===== src/rtl/cnt4_tc_2x_pkg.sv =====
// Width constant and increment helper for the 4-bit terminal-count counter.
package cnt4_tc_2x_pkg;

    // Fixed by the fan-in of the and4_2x decoder.
    localparam int CNT_W = 4;

    // Modulo-16 increment; the carry out of bit 3 is dropped on purpose.
    function automatic logic [CNT_W-1:0] cnt_inc(input logic [CNT_W-1:0] q);
        return q + {{(CNT_W-1){1'b0}}, 1'b1};
    endfunction

endpackage


===== src/rtl/cnt4_tc_2x_cells.sv =====
// 2x-drive gate cells used by the counter's terminal-count decode.

// 4-input AND, 2x drive.
module and4_2x (
    input  logic i_a,
    input  logic i_b,
    input  logic i_c,
    input  logic i_d,
    output logic o_y
);
    assign o_y = i_a & i_b & i_c & i_d;
endmodule

// 2-input NAND, 2x drive.
module nand_2x (
    input  logic i_a,
    input  logic i_b,
    output logic o_y
);
    assign o_y = ~(i_a & i_b);
endmodule


===== src/rtl/cnt4_tc_2x.sv =====
// 4-bit up-counter with parallel load, combinational terminal count (TC),
// registered one-cycle carry (CO) and a sticky wrap flag (WRAP).
module cnt4_tc_2x
    import cnt4_tc_2x_pkg::*;
#(
    parameter logic [CNT_W-1:0] RST_VAL = 4'h0
) (
    input  logic             CLK,
    input  logic             RSTN,
    input  logic             EN,
    input  logic             LD,
    input  logic [CNT_W-1:0] D,
    input  logic             CLR,
    output logic [CNT_W-1:0] Q,
    output logic             TC,
    output logic             CO,
    output logic             WRAP
);

    logic [CNT_W-1:0] r_q;
    logic             r_co;
    logic             r_wrap;
    logic             w_all1;
    logic             w_tc_n;
    logic             w_tc;
    logic             w_wrap;

    // All-ones decode of the counter state.
    and4_2x u_dec (
        .i_a (r_q[3]),
        .i_b (r_q[2]),
        .i_c (r_q[1]),
        .i_d (r_q[0]),
        .o_y (w_all1)
    );

    // EN qualification: NAND followed by an inverter forms the 2-input AND.
    nand_2x u_en_qual (
        .i_a (w_all1),
        .i_b (EN),
        .o_y (w_tc_n)
    );
    assign w_tc = ~w_tc_n;

    // A wrap is a count step taken from 4'hF; a load in the same cycle suppresses it.
    assign w_wrap = w_tc & ~LD;

    // Counter, carry and sticky-wrap state; reset > load > count > hold.
    always_ff @(posedge CLK) begin
        if (!RSTN) begin
            r_q    <= RST_VAL;
            r_co   <= 1'b0;
            r_wrap <= 1'b0;
        end else begin
            if (LD) begin
                r_q <= D;
            end else if (EN) begin
                r_q <= cnt_inc(r_q);
            end
            r_co <= w_wrap;
            // Setting on a wrap beats a simultaneous clear.
            if (w_wrap) begin
                r_wrap <= 1'b1;
            end else if (CLR) begin
                r_wrap <= 1'b0;
            end
        end
    end

    assign Q    = r_q;
    assign TC   = w_tc;
    assign CO   = r_co;
    assign WRAP = r_wrap;

endmodule

===== config.mk =====
export PLATFORM = sky130hd
export DESIGN_NAME = cnt4_tc_2x
export DESIGN_NICKNAME = d
export VERILOG_FILES = /design/src/rtl/cnt4_tc_2x_pkg.sv /design/src/rtl/cnt4_tc_2x_cells.sv /design/src/rtl/cnt4_tc_2x.sv
export SDC_FILE = /design/constraint.sdc
export NUM_CORES = 1
export LEC_CHECK = 0
export BUFFER_PORTS_ARGS = -buffer_cell sky130_fd_sc_hd__buf_2
export CAP_MARGIN = 15
export CORE_AREA = 2 2 39 41
export DETAILED_ROUTE_END_ITERATION = 6
export DIE_AREA = 0 0 41 43
export GPL_ROUTABILITY_DRIVEN = 0
export PLACE_DENSITY = 0.53
export SLEW_MARGIN = 5
export SYNTH_ARGS = -nofsm -noshare
export SYNTH_HDL_FRONTEND = slang
export SYNTH_SLANG_ARGS = --single-unit

===== constraint.sdc =====
create_clock -name CLK -period 2.9 [get_ports CLK]
set_input_delay 0 -clock CLK [delete_from_list [all_inputs] [get_ports CLK]]
set_output_delay 0 -clock CLK [all_outputs]
set_load 0.03 [all_outputs]

# Word-level counts from Yosys, hierarchy flattened

Index checks and enable logic that the tools add are counted.

Word-level logic and storage cells: 16
Output and inout bits: 7
Register bits after elaboration: 6

Reductions and logical operators: 2
Bitwise logic cells: 6
Multiplexer cells: 4
Add/sub/neg operators: 1

Operators by type and width:

| operator              | count |
|---|---|
| $mux W4               | 2 |
| $and A1 B1 Y1         | 5 |
| $add A4 B1 Y4 const B | 1 |
| $reduce_bool A2 Y1    | 2 |
| $mux W1               | 2 |
| $not A1 Y1            | 1 |

# Logic depth before layout (Yosys ltp)

Word-level depth: 6
Mapped depth: 4
Gate-level depth less buffers: 4

# Modules after synthesis

Synthesis repeated with hierarchy kept, for this count alone.

Cells, all modules: 30
Area total of the unflattened synthesis: 269.0 sq um

Modules (own cells, without submodules):

| module     | area an instance (sq um) | times used | cells an instance | sequential area each (sq um) |
|---|---|---|---|---|
| cnt4_tc_2x | 256.5                    | 1          | 28                | 120.1 |
| and4_2x    | 8.8                      | 1          | 1                 | 0.0 |
| nand_2x    | 3.8                      | 1          | 1                 | 0.0 |

# Worst setup path before layout

OpenSTA, ideal clock, no wires.

Path kind: register to register
Start: register r_q[0] (netlist: Q[0])
End: register r_q[1] (netlist: Q[1])
Buffers on the path: 0
Stages on the path, launching flop included: 5
Path slack: 1900 ps
Library setup time: 116 ps
Arrival: 884 ps
Data required time: 2784 ps
Period minus slack after synthesis: 1000 ps
Cell sequence: dfxtp_1 > ha_1 > mux2i_1 > nand2_1 > o211a_1

Word-level cells in the longest chain between the ends: 3

Ends and longest elaborated chain:

| item                   | line                | text |
|---|---|---|
| start, declared        | cnt4_tc_2x.sv:20    | `logic [CNT_W-1:0] r_q;` |
| start signal, assigned | cnt4_tc_2x.sv:58    | `r_q <= cnt_inc(r_q);` |
| $add A4 B1 Y4          | cnt4_tc_2x_pkg.sv:9 | `return q + {{(CNT_W-1){1'b0}}, 1'b1};` |
| $mux W4                | cnt4_tc_2x.sv:57    | `end else if (EN) begin` |
| $mux W4                | cnt4_tc_2x.sv:55    | `if (LD) begin` |

No other way between the ends. The select of a mux whose other input is x is not followed.
A chain may end at the register's enable or synchronous reset.

# Worst setup path after layout

Start: register r_q[0] (netlist: Q[0])
End: output TC

Word-level cells in the longest chain between the ends: 2

Ends and longest elaborated chain:

| item          | line                   | text |
|---|---|---|
| $and A1 B1 Y1 | cnt4_tc_2x_cells.sv:11 | `assign o_y = i_a & i_b & i_c & i_d;` |
| $and A1 B1 Y1 | cnt4_tc_2x_cells.sv:20 | `assign o_y = ~(i_a & i_b);` |
| end, declared | cnt4_tc_2x.sv:15       | `output logic TC,` |

No other way between the ends.

==> qor.txt <==
Status = completed
Mapped Area = 302 sq um
Final #Nets = 60
Tightest Pin Transition = 0.208 ns
Initial antenna violation count = 0
Setup TNS = 0 ns
Place WS = 1.86 ns
DR pass1 iterations = 1
Critical-path cell list = nand4_2 -> nor2_1 -> buf_2
Main area contributors after synthesis = dfxtp_1 (40%), buf_4 (10%), o211a_1 (6.6%), ha_1 (4.1%), nand4_2 (4.1%)
Area grow syn2layout = 35.7%
Worst Path Max Fanout = 4
WP buf/inv = 1
Die span in x = 41 um
Power Dens Cells = 495 nW/um^2
Vias = 257
Cts hold-fix bufs = 2
Clock sinks = 6
First-pass GRT wire length = 869 um
DRC = 0
CP required = 2.90 ns
Met2 Resource Use GR = 10.0%
Setup Buffers After CTS = 0
Skew final = 0.00233 ns
Die Y = 43 um
Startpoint types = flop
DR vias/cell = 4.02
Worst path slowest cell = dfxtp_1
Post-synth top area cell = dfxtp_1
Worst Hold Class = in -> reg
Number of nets still failing antenna checks after routing = 0
Critical path class = reg -> out
Final Max Slew Viols = 0
Crit path setup slack, layout = 1.83 ns
Fmax = 933 MHz
Initial core utilization = 21.8%
CP endpoint kind = output port
Syn nets = 42
Number of synthesized register bits = 6
Iteration-0 DRC Markers = 0
Worst-path clk slew = 0.04 ns
Max stage delay on crit path = 0.39 ns
CTS Buffer Depth = 2
Largest net degree at the start of global routing = 8
Share of the yosys chip area belonging to registers = 39.8%
Global route overflow = 0
Die area = 1760 sq um
Core Util, Final = 29.6%
Syn avg cell area = 9.42 sq um
Clk_lat worst skew = 0.24 ns
IO buf count = 15
Max VDD drop = 159 uV
Crit path time final = 1.07 ns
Global-route met1 utilization = 8.97%
Routed wire length = 561 um
RSZ-0062 raised after global routing = false
Leak Pwr = 0.214 nW
Headroom to the max-slew limit = 86.1%
Synth top area share = 39.8%
Final Hold Fails = 0
Worst EP arrival = 1.07 ns
Layout cell share with drive strength beyond 1 = 41.7%
Vias in the first global route = 223
H-tree levels = 1
Final period utilization = 37.0%
Most used routing layer = met2
Num CTS Buffers = 3
Post-Synthesis Cells = 32
Max_cap viols = 0
# IOs = 16
Post-detail-place hpwl = 444 um
Total track usage = 7.82%
Family with the most delay on the worst path = flip-flops
# diodes = 0
# setup viols final = 0
CTS root buffer = clkbuf_4
Cts repair resizes = 0
YS warnings = 0
CTS tree = yes
Rows = 14
Yosys cell types = 18
WL/cell = 8.77 um
Met3 Use GR = 4.71%
Core box area = 1380 sq um
[layout make-up]
class	instances	area, sq um
inverters	2	7.51
multi-input cells	20	144
flip-flops and latches	6	120
repair buffers	17	95.1
clock buffers	3	22.5
fillers	164	975
well taps	16	20.0
[logic make-up after synthesis]
group	synth area share, %
flops	39.8
compound gates	16.6
fa+ha+maj	4.15
buf+inv	12.4
simple gates	17.8
mux	3.32
xor+xnor	5.81
[cell usage after synthesis]
library cell,instances
and2_1,1
a211oi_1,1
xor2_1,1
inv_1,2
mux2i_1,1
buf_4,4
xnor2_1,1
o21a_1,1
o21ai_0,2
dfxtp_1,6
ha_1,1
nor2_1,2
a21oi_1,1
nor3_2,1
o211a_1,2
nor2b_1,1
nand2_1,3
nand4_2,1
[per-stage QoR]
step	instance area [sq um]	cells	hold WS [ns]	total power [W]
floorplan	302	32	0.118	0.000120
global placement	367	59	0.231	0.000128
detailed placement	367	59	0.231	0.000128
CTS	409	64	0.0388	0.000208
global route	409	64	0.0457	0.000217
finish	409	64	0.0471	0.000202
[final timing paths]
path                to  cells after the start  from  slack, ns
setup / recovery    TC                      3  Q[0]       1.83
hold / removal    WRAP                      2  RSTN       0.05
setup reg to reg  Q[1]                      4  Q[0]       1.86
hold reg to reg   Q[3]                      2  Q[3]       0.55
[placed cells by master, fill, tap and decap left out, drive strengths merged]
cell type	synthesis	layout
dlygate4sd3	0	2
o211a	2	2
mux2i	1	1
buf	4	15
o21a	1	1
a211oi	1	1
nor3	1	1
xnor2	1	1
and2	1	1
nor2	2	2
clkbuf	0	3
nor2b	1	1
inv	2	2
nand4	1	1
xor2	1	1
o21ai	2	2
ha	1	1
nand2	3	3
dfxtp	6	6
a21oi	1	1
[sequential cells by signal, indices dropped and copies added, names as in the netlist]
register / flops
CO: 1
Q: 4
WRAP: 1
[worst register-to-register path: stages, from the launching register on]
cell,delay [ns]
dfxtp_1,0.39
ha_1,0.25
mux2i_1,0.13
nand2_1,0.06
o211a_1,0.10
[power breakdown]
group	internal [W]	leakage, nW	switching (W)	total (W)
clock network	0.0000466	0.0138	0.0000276	0.0000742
registers	0.0000873	0.0494	0.00000451	0.0000919
logic	0.0000157	0.151	0.0000206	0.0000363
total	0.000150	0.214	0.0000527	0.000202
[routing by layer]
layer	share of wire (%)	up-vias
li1	-	141
met4	0	0
met1	46	108
met3	8.7	0
met5	0	-
met2	45	8
Power figures use the tool's default switching activity.
